`src/rtl/pmm_pkg.sv`:
```
// Shared definitions for the PMM command sequencer: opcodes, memory size,
// FSM state encoding and the buffered command record.
package pmm_pkg;

   localparam logic [1:0] OP_NOP   = 2'b00;
   localparam logic [1:0] OP_WRITE = 2'b01;
   localparam logic [1:0] OP_CHAR  = 2'b10;
   localparam logic [1:0] OP_RESET = 2'b11;

   localparam int PMM_MEM_WORDS = 517;

   typedef enum logic [1:0] {
      ST_IDLE      = 2'd0,
      ST_WAIT_ACK  = 2'd1,
      ST_WAIT_DROP = 2'd2
   } pmm_state_e;

   typedef struct packed {
      logic [1:0]  op;
      logic [13:0] addr;
      logic [63:0] data;
   } pmm_cmd_t;

   localparam int PMM_CMD_W = $bits(pmm_cmd_t);

   // Word index lives in addr[13:3]; the PMM rejects anything past its last word.
   function automatic logic addr_legal(input logic [13:0] addr);
      return int'(addr[13:3]) < PMM_MEM_WORDS;
   endfunction

endpackage

```
`src/rtl/pmm_cmd_fifo.sv`:
```
// Synchronous FIFO for host commands; pointers carry one extra wrap bit so
// full and empty can be told apart.
module pmm_cmd_fifo #(
   parameter int WIDTH = 80,
   parameter int DEPTH = 4
) (
   input  logic             clk,
   input  logic             rst,
   input  logic             push,
   input  logic [WIDTH-1:0] din,
   input  logic             pop,
   output logic [WIDTH-1:0] dout,
   output logic             full,
   output logic             empty
);

   localparam int AW = $clog2(DEPTH);

   logic [WIDTH-1:0] mem_q [DEPTH];
   logic [AW:0]      wr_ptr_q, wr_ptr_d;
   logic [AW:0]      rd_ptr_q, rd_ptr_d;
   logic             do_push, do_pop;

   assign full  = (wr_ptr_q[AW] != rd_ptr_q[AW]) && (wr_ptr_q[AW-1:0] == rd_ptr_q[AW-1:0]);
   assign empty = (wr_ptr_q == rd_ptr_q);
   assign dout  = mem_q[rd_ptr_q[AW-1:0]];

   always_comb begin
      do_push  = push && !full;
      do_pop   = pop && !empty;
      wr_ptr_d = wr_ptr_q + {{AW{1'b0}}, do_push};
      rd_ptr_d = rd_ptr_q + {{AW{1'b0}}, do_pop};
   end

   always_ff @(posedge clk) begin
      if (rst) begin
         wr_ptr_q <= '0;
         rd_ptr_q <= '0;
      end else begin
         wr_ptr_q <= wr_ptr_d;
         rd_ptr_q <= rd_ptr_d;
      end
   end

   always_ff @(posedge clk) begin
      if (do_push) mem_q[wr_ptr_q[AW-1:0]] <= din;
   end

endmodule

```
`src/rtl/pmm_cmd_sequencer.sv`:
```
// Buffers host commands and feeds them to the PMM with a four-phase handshake.
// Optional handshake watchdog enabled by defining PMM_TIMEOUT_EN.
module pmm_cmd_sequencer
   import pmm_pkg::*;
#(
   parameter int FIFO_DEPTH     = 4,
   parameter int POS_W          = 32,
   parameter int TIMEOUT_CYCLES = 1024
) (
   input  logic             clk,
   input  logic             rst,
   input  logic             s_valid,
   output logic             s_ready,
   input  logic [1:0]       s_op,
   input  logic [13:0]      s_addr,
   input  logic [63:0]      s_data,
   output logic [63:0]      pmm_data,
   output logic [15:0]      pmm_control,
   output logic             pmm_valid,
   input  logic             pmm_ready,
   input  logic             pmm_accepted,
   output logic             match_valid,
   output logic [POS_W-1:0] match_pos,
   output logic [POS_W-1:0] char_count,
   output logic             busy,
   output logic             addr_err,
   output logic             timeout_err
);

   if (FIFO_DEPTH < 2 || (FIFO_DEPTH & (FIFO_DEPTH - 1)) != 0) begin : g_bad_depth
      $error("FIFO_DEPTH must be a power of 2 and at least 2");
   end
   if (TIMEOUT_CYCLES < 1) begin : g_bad_timeout
      $error("TIMEOUT_CYCLES must be at least 1");
   end

   logic             fifo_full, fifo_empty, fifo_pop;
   logic [PMM_CMD_W-1:0] fifo_dout;
   pmm_cmd_t         head;

   pmm_state_e       state_q, state_d;
   logic [63:0]      pmm_data_q, pmm_data_d;
   logic [15:0]      pmm_control_q, pmm_control_d;
   logic             pmm_valid_q, pmm_valid_d;
   logic             match_valid_q, match_valid_d;
   logic [POS_W-1:0] match_pos_q, match_pos_d;
   logic [POS_W-1:0] char_count_q, char_count_d;
   logic             addr_err_q, addr_err_d;

   pmm_cmd_fifo #(
      .WIDTH (PMM_CMD_W),
      .DEPTH (FIFO_DEPTH)
   ) u_fifo (
      .clk   (clk),
      .rst   (rst),
      .push  (s_valid),
      .din   ({s_op, s_addr, s_data}),
      .pop   (fifo_pop),
      .dout  (fifo_dout),
      .full  (fifo_full),
      .empty (fifo_empty)
   );

   assign head = pmm_cmd_t'(fifo_dout);

`ifdef PMM_TIMEOUT_EN
   localparam int TW = $clog2(TIMEOUT_CYCLES + 1);
   logic [TW-1:0] tmo_cnt_q, tmo_cnt_d;
   logic          timeout_err_q, timeout_err_d;
   logic          tmo_hit;
   assign tmo_hit = (tmo_cnt_q == TW'(TIMEOUT_CYCLES - 1));
`endif

   always_comb begin
      state_d       = state_q;
      pmm_data_d    = pmm_data_q;
      pmm_control_d = pmm_control_q;
      pmm_valid_d   = pmm_valid_q;
      match_valid_d = 1'b0;
      match_pos_d   = match_pos_q;
      char_count_d  = char_count_q;
      addr_err_d    = addr_err_q;
      fifo_pop      = 1'b0;

      case (state_q)
         ST_IDLE: begin
            if (!fifo_empty) begin
               fifo_pop = 1'b1;
               if (head.op == OP_WRITE && !addr_legal(head.addr)) begin
                  addr_err_d = 1'b1;
               end else begin
                  pmm_data_d    = head.data;
                  // Non-write ops carry a zero address so the PMM address check passes.
                  pmm_control_d = {head.op, (head.op == OP_WRITE) ? head.addr : 14'd0};
                  pmm_valid_d   = 1'b1;
                  state_d       = ST_WAIT_ACK;
               end
            end
         end
         ST_WAIT_ACK: begin
            if (pmm_ready) begin
               pmm_valid_d = 1'b0;
               state_d     = ST_WAIT_DROP;
               if (pmm_control_q[15:14] == OP_CHAR) begin
                  match_valid_d = pmm_accepted;
                  if (pmm_accepted) match_pos_d = char_count_q;
                  char_count_d = char_count_q + {{(POS_W-1){1'b0}}, 1'b1};
               end else if (pmm_control_q[15:14] == OP_RESET) begin
                  char_count_d = '0;
               end
            end
         end
         ST_WAIT_DROP: begin
            if (!pmm_ready) state_d = ST_IDLE;
         end
         default: state_d = ST_IDLE;
      endcase

`ifdef PMM_TIMEOUT_EN
      timeout_err_d = timeout_err_q;
      tmo_cnt_d     = tmo_cnt_q + TW'(1);
      if (state_d != state_q) tmo_cnt_d = '0;
      // A stalled phase abandons the command: no match, no count update.
      if (((state_q == ST_WAIT_ACK && !pmm_ready) ||
           (state_q == ST_WAIT_DROP && pmm_ready)) && tmo_hit) begin
         timeout_err_d = 1'b1;
         pmm_valid_d   = 1'b0;
         state_d       = ST_IDLE;
         tmo_cnt_d     = '0;
      end
`endif
   end

   always_ff @(posedge clk) begin
      if (rst) begin
         state_q       <= ST_IDLE;
         pmm_data_q    <= '0;
         pmm_control_q <= '0;
         pmm_valid_q   <= 1'b0;
         match_valid_q <= 1'b0;
         match_pos_q   <= '0;
         char_count_q  <= '0;
         addr_err_q    <= 1'b0;
      end else begin
         state_q       <= state_d;
         pmm_data_q    <= pmm_data_d;
         pmm_control_q <= pmm_control_d;
         pmm_valid_q   <= pmm_valid_d;
         match_valid_q <= match_valid_d;
         match_pos_q   <= match_pos_d;
         char_count_q  <= char_count_d;
         addr_err_q    <= addr_err_d;
      end
   end

`ifdef PMM_TIMEOUT_EN
   always_ff @(posedge clk) begin
      if (rst) begin
         tmo_cnt_q     <= '0;
         timeout_err_q <= 1'b0;
      end else begin
         tmo_cnt_q     <= tmo_cnt_d;
         timeout_err_q <= timeout_err_d;
      end
   end
   assign timeout_err = timeout_err_q;
`else
   assign timeout_err = 1'b0;
`endif

   assign s_ready     = !fifo_full;
   assign pmm_data    = pmm_data_q;
   assign pmm_control = pmm_control_q;
   assign pmm_valid   = pmm_valid_q;
   assign match_valid = match_valid_q;
   assign match_pos   = match_pos_q;
   assign char_count  = char_count_q;
   assign addr_err    = addr_err_q;
   assign busy        = !fifo_empty || (state_q != ST_IDLE);

endmodule

```
`config.mk`:
```
export PLATFORM = sky130hd
export DESIGN_NAME = pmm_cmd_sequencer
export DESIGN_NICKNAME = d
export VERILOG_FILES = /design/src/rtl/pmm_pkg.sv /design/src/rtl/pmm_cmd_fifo.sv /design/src/rtl/pmm_cmd_sequencer.sv
export SDC_FILE = /design/constraint.sdc
export NUM_CORES = 1
export LEC_CHECK = 0
export BUFFER_PORTS_ARGS = -buffer_cell sky130_fd_sc_hd__buf_4
export CAP_MARGIN = 0
export CORE_UTILIZATION = 25
export DETAILED_ROUTE_END_ITERATION = 10
export GPL_ROUTABILITY_DRIVEN = 0
export PLACE_DENSITY_LB_ADDON = 0.08
export SLEW_MARGIN = 20
export SYNTH_ARGS = -nofsm -noshare
export SYNTH_HDL_FRONTEND = slang
export SYNTH_SLANG_ARGS = --single-unit
```
`constraint.sdc`:
```
create_clock -name clk -period 10.5 [get_ports clk]
set_input_delay 2.1 -clock clk [delete_from_list [all_inputs] [get_ports clk]]
set_output_delay 2.1 -clock clk [all_outputs]
set_load 0.005 [all_outputs]
```
==> flow_summary.json <==
{
  "path_clk_slew_ns": 0.06,
  "num_rows": 98,
  "synthCells": 1145,
  "yosysSeqAreaShare": 0.699,
  "synth-edff-count": 320,
  "stdcell_area_sq_um": 22800,
  "grt-ovfl-total": 0,
  "crit_path_top_delay_cell": "dfxtp_4",
  "peakVddDrop_mv": 0.126,
  "drc_errors": 0,
  "synth-main-ff-cell": "edfxtp_1",
  "drtPass1Iterations": 4,
  "synth_nets": 1235,
  "fp.dieW_um": 272,
  "syn_area_sq_um": 18200,
  "cts_tree": "yes",
  "cellLeakagePower_nw": 8.10,
  "path_buf_inv": 2,
  "power.switching_mw": 1.43,
  "start_util": 0.253,
  "clockRootBuffer": "clkbuf_16",
  "required_ns": 8.40,
  "cts_max_level": 2,
  "die_area_sq_um": 73800,
  "skew_ns": 0.0161,
  "totalWireLength_um": 46000,
  "grt_usage": 0.124,
  "antenna_cells": 0,
  "area_growth_pct": 25.2,
  "io_pins": 235,
  "postSynthAreaPerCell_sq_um": 15.9,
  "insertion_delay_ns": 0.60,
  "post-route-min-period_ns": 4.99,
  "final_net_count": 1474,
  "worstPathCellList": "buf_4, xor2_1, nor3_1, nand2_1, buf_4",
  "fin_cells": 2379,
  "hold_ws_ns": 0.454,
  "antenna_found_initial": 8,
  "status": "finished clean",
  "r2r_cells": 7,
  "portBuffers": 233,
  "crit_type": "register to primary output",
  "path_depth": 5,
  "grt_pass1_wl_um": 68600,
  "cts-resized-gates": 0,
  "cp_top_family": "buffers and inverters",
  "clockPowerShare": 0.365,
  "core_area_sq_um": 71700,
  "dp_hpwl_um": 27100,
  "placedInstanceArea_sq_um": 20900,
  "avgRoutedWirePerCell_um": 19.3,
  "min_path_type": "register to register",
  "seqPwrFrac": 0.441,
  "tightest_slew_ns": 1.07,
  "setup-violations-final": 0,
  "clockBufferDepth": 3,
  "grt_start_max_net_pins": 85,
  "slowest_delay_ns": 0.82,
  "crit_fanout": 42,
  "cap_violations": 0,
  "grt_pass1_vias": 10639,
  "cts_setup_buffers": 0,
  "yosysWarnings": 0,
  "pwr-share-comb": 0.195,
  "fin_crit_sh": 0.476,
  "ys_types": 44,
  "ant_nets": 0,
  "fin_setup_tns_ns": 0,
  "powerDensity_nw_per_um2": 237,
  "path_common_cell": "buf_4",
  "slew_headroom": 0.285,
  "vias": 10135,
  "async_reset_ff_frac": 0,
  "cts_sinks": 475,
  "cts_buffers": 55,
  "crit_arrival_ns": 2.89,
  "whs_path_depth": 2,
  "netSwitchingFraction": 0.266,
  "reg2reg_setup_slack_ns": 5.95,
  "cts_hold_buf": 0,
  "post-route-util": 0.317,
  "drive_gt1_frac": 0.297,
  "dp_cells": 2277,
  "fmax_mhz": 200,
  "drt-initial-drc-count": 393,
  "final-hold-violation-count": 0,
  "cp-start-kind": "register",
  "cp-end-kind": "primary output",
  "slew_viol_final": 0,
  "ys_ff_latch": 475,
  "p_int_mw": 3.95,
  "rsz0062_at_grt": "false",
  "die_h_um": 272,
  "viasPerCell": 4.26
}
routing by layer:
| metal | GRT usage | share of wire |
|---|---|---|
| met3 | 0.0409 | 0.069 |
| met1 | 0.156 | 0.44 |
| met5 | 0 | 0.0022 |
| met4 | 0.0333 | 0.020 |
| met2 | 0.204 | 0.47 |
area by class of cell:
class,count,area [sq um]
Fill cell,7108,49000
Sequential cell,475,12700
Multi-Input combinational cell,597,5110
Timing Repair Buffer,248,1870
Clock buffer,71,1530
Tap cell,950,1190
Clock inverter,31,324
Inverter,7,26.3
tightest hold or removal path: cells and delay by family, from the launching register on:
kind	cells	cell delay (ns)
compound gates	1	0.05
simple gates	1	0.05
flops	1	0.30
sequential cells by signal, indices dropped and copies added, names as in the netlist:
register	flops
addr_err	1
char_count	32
match_pos	32
match_valid	1
pmm_control	16
pmm_data	64
pmm_valid	1
state_q	2
u_fifo.mem_q	320
u_fifo.rd_ptr_q	3
u_fifo.wr_ptr_q	3
stage by stage:
| step | worst slack, ns | power [mW] |
|---|---|---|
| CTS | 5.35 | 5.52 |
| floorplan | 1.84 | 3.06 |
| global route | 5.26 | 5.66 |
| global placement | 5.72 | 3.52 |
| detailed placement | 5.68 | 3.52 |
| finish | 5.51 | 5.39 |
logic make-up (layout without fill, tap and decap cells):
group / count (synthesis) / in the layout / share of synthesized area
AO/OA/AOI/OAI: 72 / 72 / 0.0220
buffers and inverters: 73 / 357 / 0.0212
XOR/XNOR: 21 / 21 / 0.0101
other: 1 / 1 / 0.000206
adder cells (fa/ha/maj): 5 / 5 / 0.00344
multiplexers: 159 / 159 / 0.143
flip-flops: 475 / 475 / 0.699
AND/OR/NAND/NOR: 339 / 339 / 0.101
Yosys cell counts (all sizes together), types with 2 or more instances:
library cell	number	share of area
nor2b	5	0.0017
and3	7	0.0024
nand3	12	0.0043
nand2b	148	0.051
and4	2	0.0011
nor2	30	0.0062
ha	5	0.0034
a31o	2	0.00096
nand2	94	0.019
edfxtp	320	0.53
a21oi	51	0.014
o31ai	7	0.0029
nand4	5	0.0017
nor3b	4	0.0017
nor4	3	0.0010
inv	7	0.0014
mux2i	79	0.044
xor2	8	0.0039
mux4	80	0.099
or4	9	0.0039
buf	30	0.012
xnor2	13	0.0063
dfxtp	155	0.17
or3	6	0.0021
nor3	11	0.0030
clkbuf	36	0.0074
o21ai	7	0.0019
final timing paths:
kind                 startpoint            to
max          u_fifo.rd_ptr_q[1]          busy
max reg2reg  u_fifo.rd_ptr_q[0]   pmm_data[7]
min reg2reg        match_pos[6]  match_pos[6]
min                match_pos[6]  match_pos[6]
layout by cell type (no fill, tap or decap), types with 6 or more instances in the layout:
cell type  synthesis  final
nor3_1            11     10
clkbuf_1          36      9
mux2i_1           79     79
clkinv_2           0     12
or3_1              6      6
nand3_1           10     10
xnor2_1           13     13
buf_4              2    247
or4_1              8      8
dfxtp_1          155    153
nand2b_1         148    148
o31ai_1            7      7
nor2_1            30     30
nand2_1           94     94
clkinv_1           0     10
clkbuf_16          0     57
and3_1             7      6
a21oi_1           51     51
bufinv_16          0      7
inv_1              7      7
o21ai_0            6      6
xor2_1             8      8
edfxtp_1         320    320
mux4_2            80     80
power by group through the flow:
| stage | combinational [mW] | clock, mW | sequential [mW] |
|---|---|---|---|
| after detailed placement | 1.09 | 0 | 2.43 |
| after global placement | 1.09 | 0 | 2.43 |
| after global routing | 1.15 | 2.10 | 2.41 |
| after CTS | 1.09 | 2.03 | 2.39 |
| after floorplan | 0.717 | 0 | 2.34 |
| final | 1.05 | 1.96 | 2.38 |
Power figures use the tool's default switching activity.
